File: config.mk
export PLATFORM = sky130hd
export DESIGN_NAME = s27_array
export DESIGN_NICKNAME = d
export VERILOG_FILES = /design/src/rtl/s27_pkg.sv /design/src/rtl/s27_core.sv /design/src/rtl/s27_array.sv
export SDC_FILE = /design/constraint.sdc
export NUM_CORES = 1
export LEC_CHECK = 0
export CORE_AREA = 5 5 64 66
export CTS_CLUSTER_DIAMETER = 120
export DETAILED_ROUTE_END_ITERATION = 10
export DIE_AREA = 0 0 69 71
export GPL_TIMING_DRIVEN = 0
export HOLD_SLACK_MARGIN = 0.06
export PLACE_DENSITY = 0.74
export SLEW_MARGIN = 10
export SYNTH_ARGS = -nofsm -noshare
export SYNTH_HDL_FRONTEND = slang
export SYNTH_SLANG_ARGS = --single-unit
export TNS_END_PERCENT = 20
File: constraint.sdc
create_clock -name CK -period 2.23 [get_ports CK]
set_clock_uncertainty 0.05 [all_clocks]
set_input_delay 0.446 -clock CK [delete_from_list [all_inputs] [get_ports CK]]
set_output_delay 0.446 -clock CK [all_outputs]
set_load 0.05 [all_outputs]
File: src/rtl/s27_pkg.sv
// Shared definitions for the s27 channel array: per-channel state layout
// and the s27 next-state/output equations.
package s27_pkg;

  localparam int unsigned STATE_BITS = 3;

  typedef struct packed {
    logic g5;
    logic g6;
    logic g7;
  } s27_state_t;

  typedef struct packed {
    s27_state_t nxt;
    logic       g17;
  } s27_result_t;

  function automatic s27_result_t s27_next(
    input s27_state_t s,
    input logic       g0,
    input logic       g1,
    input logic       g2,
    input logic       g3
  );
    logic g8, g9, g10, g11, g12, g13, g14, g15, g16;
    s27_result_t r;
    g14   = ~g0;
    g8    = g14 & s.g6;
    g12   = ~(g1 | s.g7);
    g15   = g12 | g8;
    g16   = g3 | g8;
    g9    = ~(g15 & g16);
    g11   = ~(s.g5 | g9);
    g10   = ~(g14 | g11);
    g13   = ~(g2 | g12);
    r.nxt = '{g5: g10, g6: g11, g7: g13};
    r.g17 = ~g11;
    return r;
  endfunction

endpackage

File: src/rtl/s27_core.sv
// One s27 channel: next-state/output logic plus three enabled mux-D scan flops
// shifting si -> G5 -> G6 -> G7 -> so.
module s27_core
  import s27_pkg::*;
(
  input  logic ck_i,
  input  logic rn_i,
  input  logic g0_i,
  input  logic g1_i,
  input  logic g2_i,
  input  logic g3_i,
  input  logic en_i,
  input  logic se_i,
  input  logic si_i,
  output logic g17_o,
  output logic so_o,
  output logic chg_o
);

  s27_state_t  state_q, state_d;
  s27_result_t res;

  always_comb begin
    res     = s27_next(state_q, g0_i, g1_i, g2_i, g3_i);
    state_d = state_q;
    if (se_i) begin
      state_d = '{g5: si_i, g6: state_q.g5, g7: state_q.g6};
    end else if (en_i) begin
      state_d = res.nxt;
    end
  end

  always_ff @(posedge ck_i or negedge rn_i) begin
    if (!rn_i) begin
      state_q <= '0;
    end else begin
      state_q <= state_d;
    end
  end

  // Activity only counts functional updates that actually alter the state.
  assign chg_o = ~se_i & en_i & (res.nxt != state_q);
  assign g17_o = res.g17;
  assign so_o  = state_q.g7;

endmodule

File: src/rtl/s27_array.sv
// CHANNELS independent s27 cores on one scan chain, optional G17 output
// register and a saturating activity counter.
module s27_array
  import s27_pkg::*;
#(
  parameter int unsigned CHANNELS = 4,
  parameter int unsigned OUT_REG  = 0,
  parameter int unsigned ACT_W    = 8
) (
  input  logic                CK,
  input  logic                RN,
  input  logic [CHANNELS-1:0] G0,
  input  logic [CHANNELS-1:0] G1,
  input  logic [CHANNELS-1:0] G2,
  input  logic [CHANNELS-1:0] G3,
  input  logic [CHANNELS-1:0] EN,
  input  logic                SE,
  input  logic                SI,
  input  logic                CLR,
  output logic [CHANNELS-1:0] G17,
  output logic                SO,
  output logic [ACT_W-1:0]    ACT
);

  logic [CHANNELS-1:0] chain_so;
  logic [CHANNELS-1:0] g17_c;
  logic [CHANNELS-1:0] chg;

  for (genvar i = 0; i < CHANNELS; i++) begin : g_ch
    logic scan_in;
    if (i == 0) begin : g_head
      assign scan_in = SI;
    end else begin : g_link
      assign scan_in = chain_so[i-1];
    end

    s27_core u_core (
      .ck_i  (CK),
      .rn_i  (RN),
      .g0_i  (G0[i]),
      .g1_i  (G1[i]),
      .g2_i  (G2[i]),
      .g3_i  (G3[i]),
      .en_i  (EN[i]),
      .se_i  (SE),
      .si_i  (scan_in),
      .g17_o (g17_c[i]),
      .so_o  (chain_so[i]),
      .chg_o (chg[i])
    );
  end

  assign SO = chain_so[CHANNELS-1];

  if (OUT_REG != 0) begin : g_oreg
    logic [CHANNELS-1:0] g17_q;
    always_ff @(posedge CK or negedge RN) begin
      if (!RN) begin
        g17_q <= '0;
      end else begin
        g17_q <= g17_c;
      end
    end
    assign G17 = g17_q;
  end else begin : g_ocomb
    assign G17 = g17_c;
  end

  logic [ACT_W-1:0] act_q, act_d;

  always_comb begin
    act_d = act_q;
    if (CLR) begin
      act_d = '0;
    end else if ((|chg) && (act_q != '1)) begin
      act_d = act_q + {{(ACT_W-1){1'b0}}, 1'b1};
    end
  end

  always_ff @(posedge CK or negedge RN) begin
    if (!RN) begin
      act_q <= '0;
    end else begin
      act_q <= act_d;
    end
  end

  assign ACT = act_q;

endmodule

==> reports/qor.yml <==
route:
  totalWireLength_um: 3900
  ant_nets: 0
  vias: 1411
  drc_errors: 0
  post_drt_wl_per_cell_um: 15.3
  viasPerCell: 5.56
  dr.pass1.iters: 4
  drt-initial-drc-count: 74
synth:
  syn-instance-count: 160
  seq_area_frac_synth_pct: 34.4
  synth_common_cells: "dfrtp_1 (20), a21oi_1 (16), nand2_1 (13)"
  synth_area_leader_cell: "dfrtp_1"
  ys_warn_count: 0
  yosys.cell_types.count: 42
  ys_ff_latch: 20
  syn_nets: 186
  syn_area_mm2: 0.00146
  synth.area.top_cells: "dfrtp_1 (34%), a21oi_1 (5.5%), nor2b_1 (4.3%), mux2i_1 (4.1%), nand2b_1 (3.9%)"
  synthArstFlopShare_pct: 100
  avgSynthCellArea_um2: 9.10
  synth_top_area_share_pct: 34.4
  synth.most_common_cell: "dfrtp_1"
  yosys_most_used_dff: "dfrtp_1"
  synth_edf_count: 0
clocking:
  cts_tree: "done"
  cts_buffer_depth: 2
  numCtsBuffers: 3
  h-tree-depth: 1
  clk_latency_ns: 0.31
  cts_sinks: 20
  path_clk_slew_ns: 0.12
  hold_buffers: 0
  clockRootBuffer: "clkbuf_4"
die:
  fp.dieH_um: 71
  die_area_mm2: 0.00490
  core-area_mm2: 0.00352
  start_util_pct: 41.3
  die_w_um: 69
  std_cell_rows: 22
  io_pins: 38
sta:
  fmax_ghz: 0.451
  setup_slack_ns: 0.0141
  rsz0062_at_grt: "yes"
  worst_pin_slew_ns: 0.955
  slew_headroom_pct: 36.2
  hold_viol_final: 0
  slew_violations: 0
  fin_crit_sh_pct: 99.4
  setup-tns-final_ns: 0
  setup_viol: 0
  final.min_clock_period_ns: 2.22
  fin_hold_ws_ns: 0.518
global_routing:
  track_usage_pct: 16.1
  grt_most_used_layer: "met2"
  grt_max_degree: 21
  antenna_found_initial: 0
  grt_util_met3_pct: 4.97
  grt_pass1_wl_um: 6570
  grt_overflow: 0
  use_met2_pct: 29.1
  grt_pass1_vias: 1398
  grtUsageMet1_pct: 18.3
worst_setup_path:
  r2r_cells: 6
  startpoint_type: "input port"
  cp.arrival_ns: 2.37
  crit_fanout: 7
  r2r_slack_ns: 0.03
  worstPathRequired_ns: 2.39
  timing.rr.end: "ACT[5]$_DFFE_PN0P_"
  rr_startpoint: "g_ch[2].u_core.so_o$_DFFE_PN0P_"
  crit_type: "input port to flop"
  endpoint_kind: "flop"
layout:
  fin_nets: 233
  drive_gt1_share_pct: 22.3
  fillers: 327
  area_growth_pct: 41.5
  n_antenna_cell: 0
worst_hold_path:
  min_path_cells: 1
  hold_class: "flop to flop"
  holdPathEnd: "g_ch[3].u_core.so_o$_DFFE_PN0P_"
  hp-start: "g_ch[3].u_core.state_q[1]$_DFFE_PN0P_"
power_and_ir_drop:
  power_density_mw_per_mm2: 558
  ir_worst_vdd_uv: 268
  leakage_nw: 0.859
flow_run:
  cap_violations: 0
placement:
  pre_cts_slack_ns: -0.903
  dp_hpwl_um: 2650
  port_buffers: 36
  gp_congestion: 0.838
status:
  status: "complete, no violations"
## stage by stage
step | util [%] | power, W | area (um^2) | cells
2_1_floorplan | - | 0.000723 | 1460 | 160
3_3_place_gp | 53.3 | 0.000858 | 1880 | 244
3_5_place_dp | 53.3 | 0.000867 | 1880 | 244
4_1_cts | 57.7 | 0.00114 | 2030 | 253
5_1_grt | 58.5 | 0.00122 | 2060 | 254
6_report | 58.5 | 0.00115 | 2060 | 254
## routing by layer
layer  share of wire, %  vias to the layer above
met2                 50                       39
met4                1.2                        0
met5                  0                        -
li1                   -                      685
met1                 43                      681
met3                5.1                        6
## where the power goes
| group | switching (W) | total (W) | leakage [nW] | internal, W |
|---|---|---|---|---|
| clock | 0.000122 | 0.000222 | 0.0210 | 0.0000998 |
| sequential | 0.0000555 | 0.000460 | 0.260 | 0.000405 |
| combinational | 0.000254 | 0.000469 | 0.579 | 0.000214 |
## registers in the layout (all words and copies together) (netlist names)
register             count
ACT                      8
g_ch.u_core.state_q      8
g_ch.u_core.so_o         4
## critical path: stages
cell and delay [ns]:
dlygate4sd2_1 0.27, or3b_4 0.44, mux2i_4 0.21, a2111oi_4 0.36, nor3_4 0.12, a21oi_2 0.23
mux2_4 0.31
## repair_timing
action,4_1_cts,5_1_grt
buffers inserted,5,1
endpoints found under the setup margin,12,12
pin swaps,15,12
gates resized for setup,52,9
## how the worst max path moves through the flow
| stage | to | depth (start not counted) | from | slack (ns) |
|---|---|---|---|---|
| floorplan | ACT[5]$_DFFE_PN0P_ | 5 | g_ch[3].u_core.so_o$_DFFE_PN0P_ | 0.02 |
| global placement | G17[1] | 6 | G1[1] | -0.85 |
| detailed placement | G17[1] | 6 | G1[1] | -0.90 |
| CTS | ACT[2]$_DFFE_PN0P_ | 6 | g_ch[2].u_core.so_o$_DFFE_PN0P_ | -0.04 |
| global route | ACT[5]$_DFFE_PN0P_ | 7 | g_ch[2].u_core.so_o$_DFFE_PN0P_ | -0.05 |
| finish | ACT[5]$_DFFE_PN0P_ | 7 | G1[2] | 0.01 |
## cells by family after synthesis
group	after synthesis	share of synthesized area, %
simple gates	59	23.9
flops	20	34.4
fa+ha+maj	1	0.859
buf+inv	16	5.24
mux	13	10.1
compound gates	51	25.6
## cell type report
| class | instances | area [um^2] | area share [%] |
|---|---|---|---|
| Multi-Input combinational cell | 124 | 980 | 47.5 |
| Sequential cell | 20 | 502 | 24.3 |
| Clock buffer | 4 | 36.3 | 1.76 |
| Tap cell | 48 | 60.1 | 2.91 |
| Buffer | 9 | 52.6 | 2.55 |
| Timing Repair Buffer | 42 | 404 | 19.6 |
| Inverter | 7 | 26.3 | 1.28 |
## placed cells by master (no fill, tap or decap), drive strengths merged, types with 9 or more instances in the layout
master / count
clkdlybuf4s50: 23
a21oi: 17
dfrtp: 20
nor2b: 10
nand2b: 9
buf: 16
nand2: 13
(Power assumes the default switching activity.)
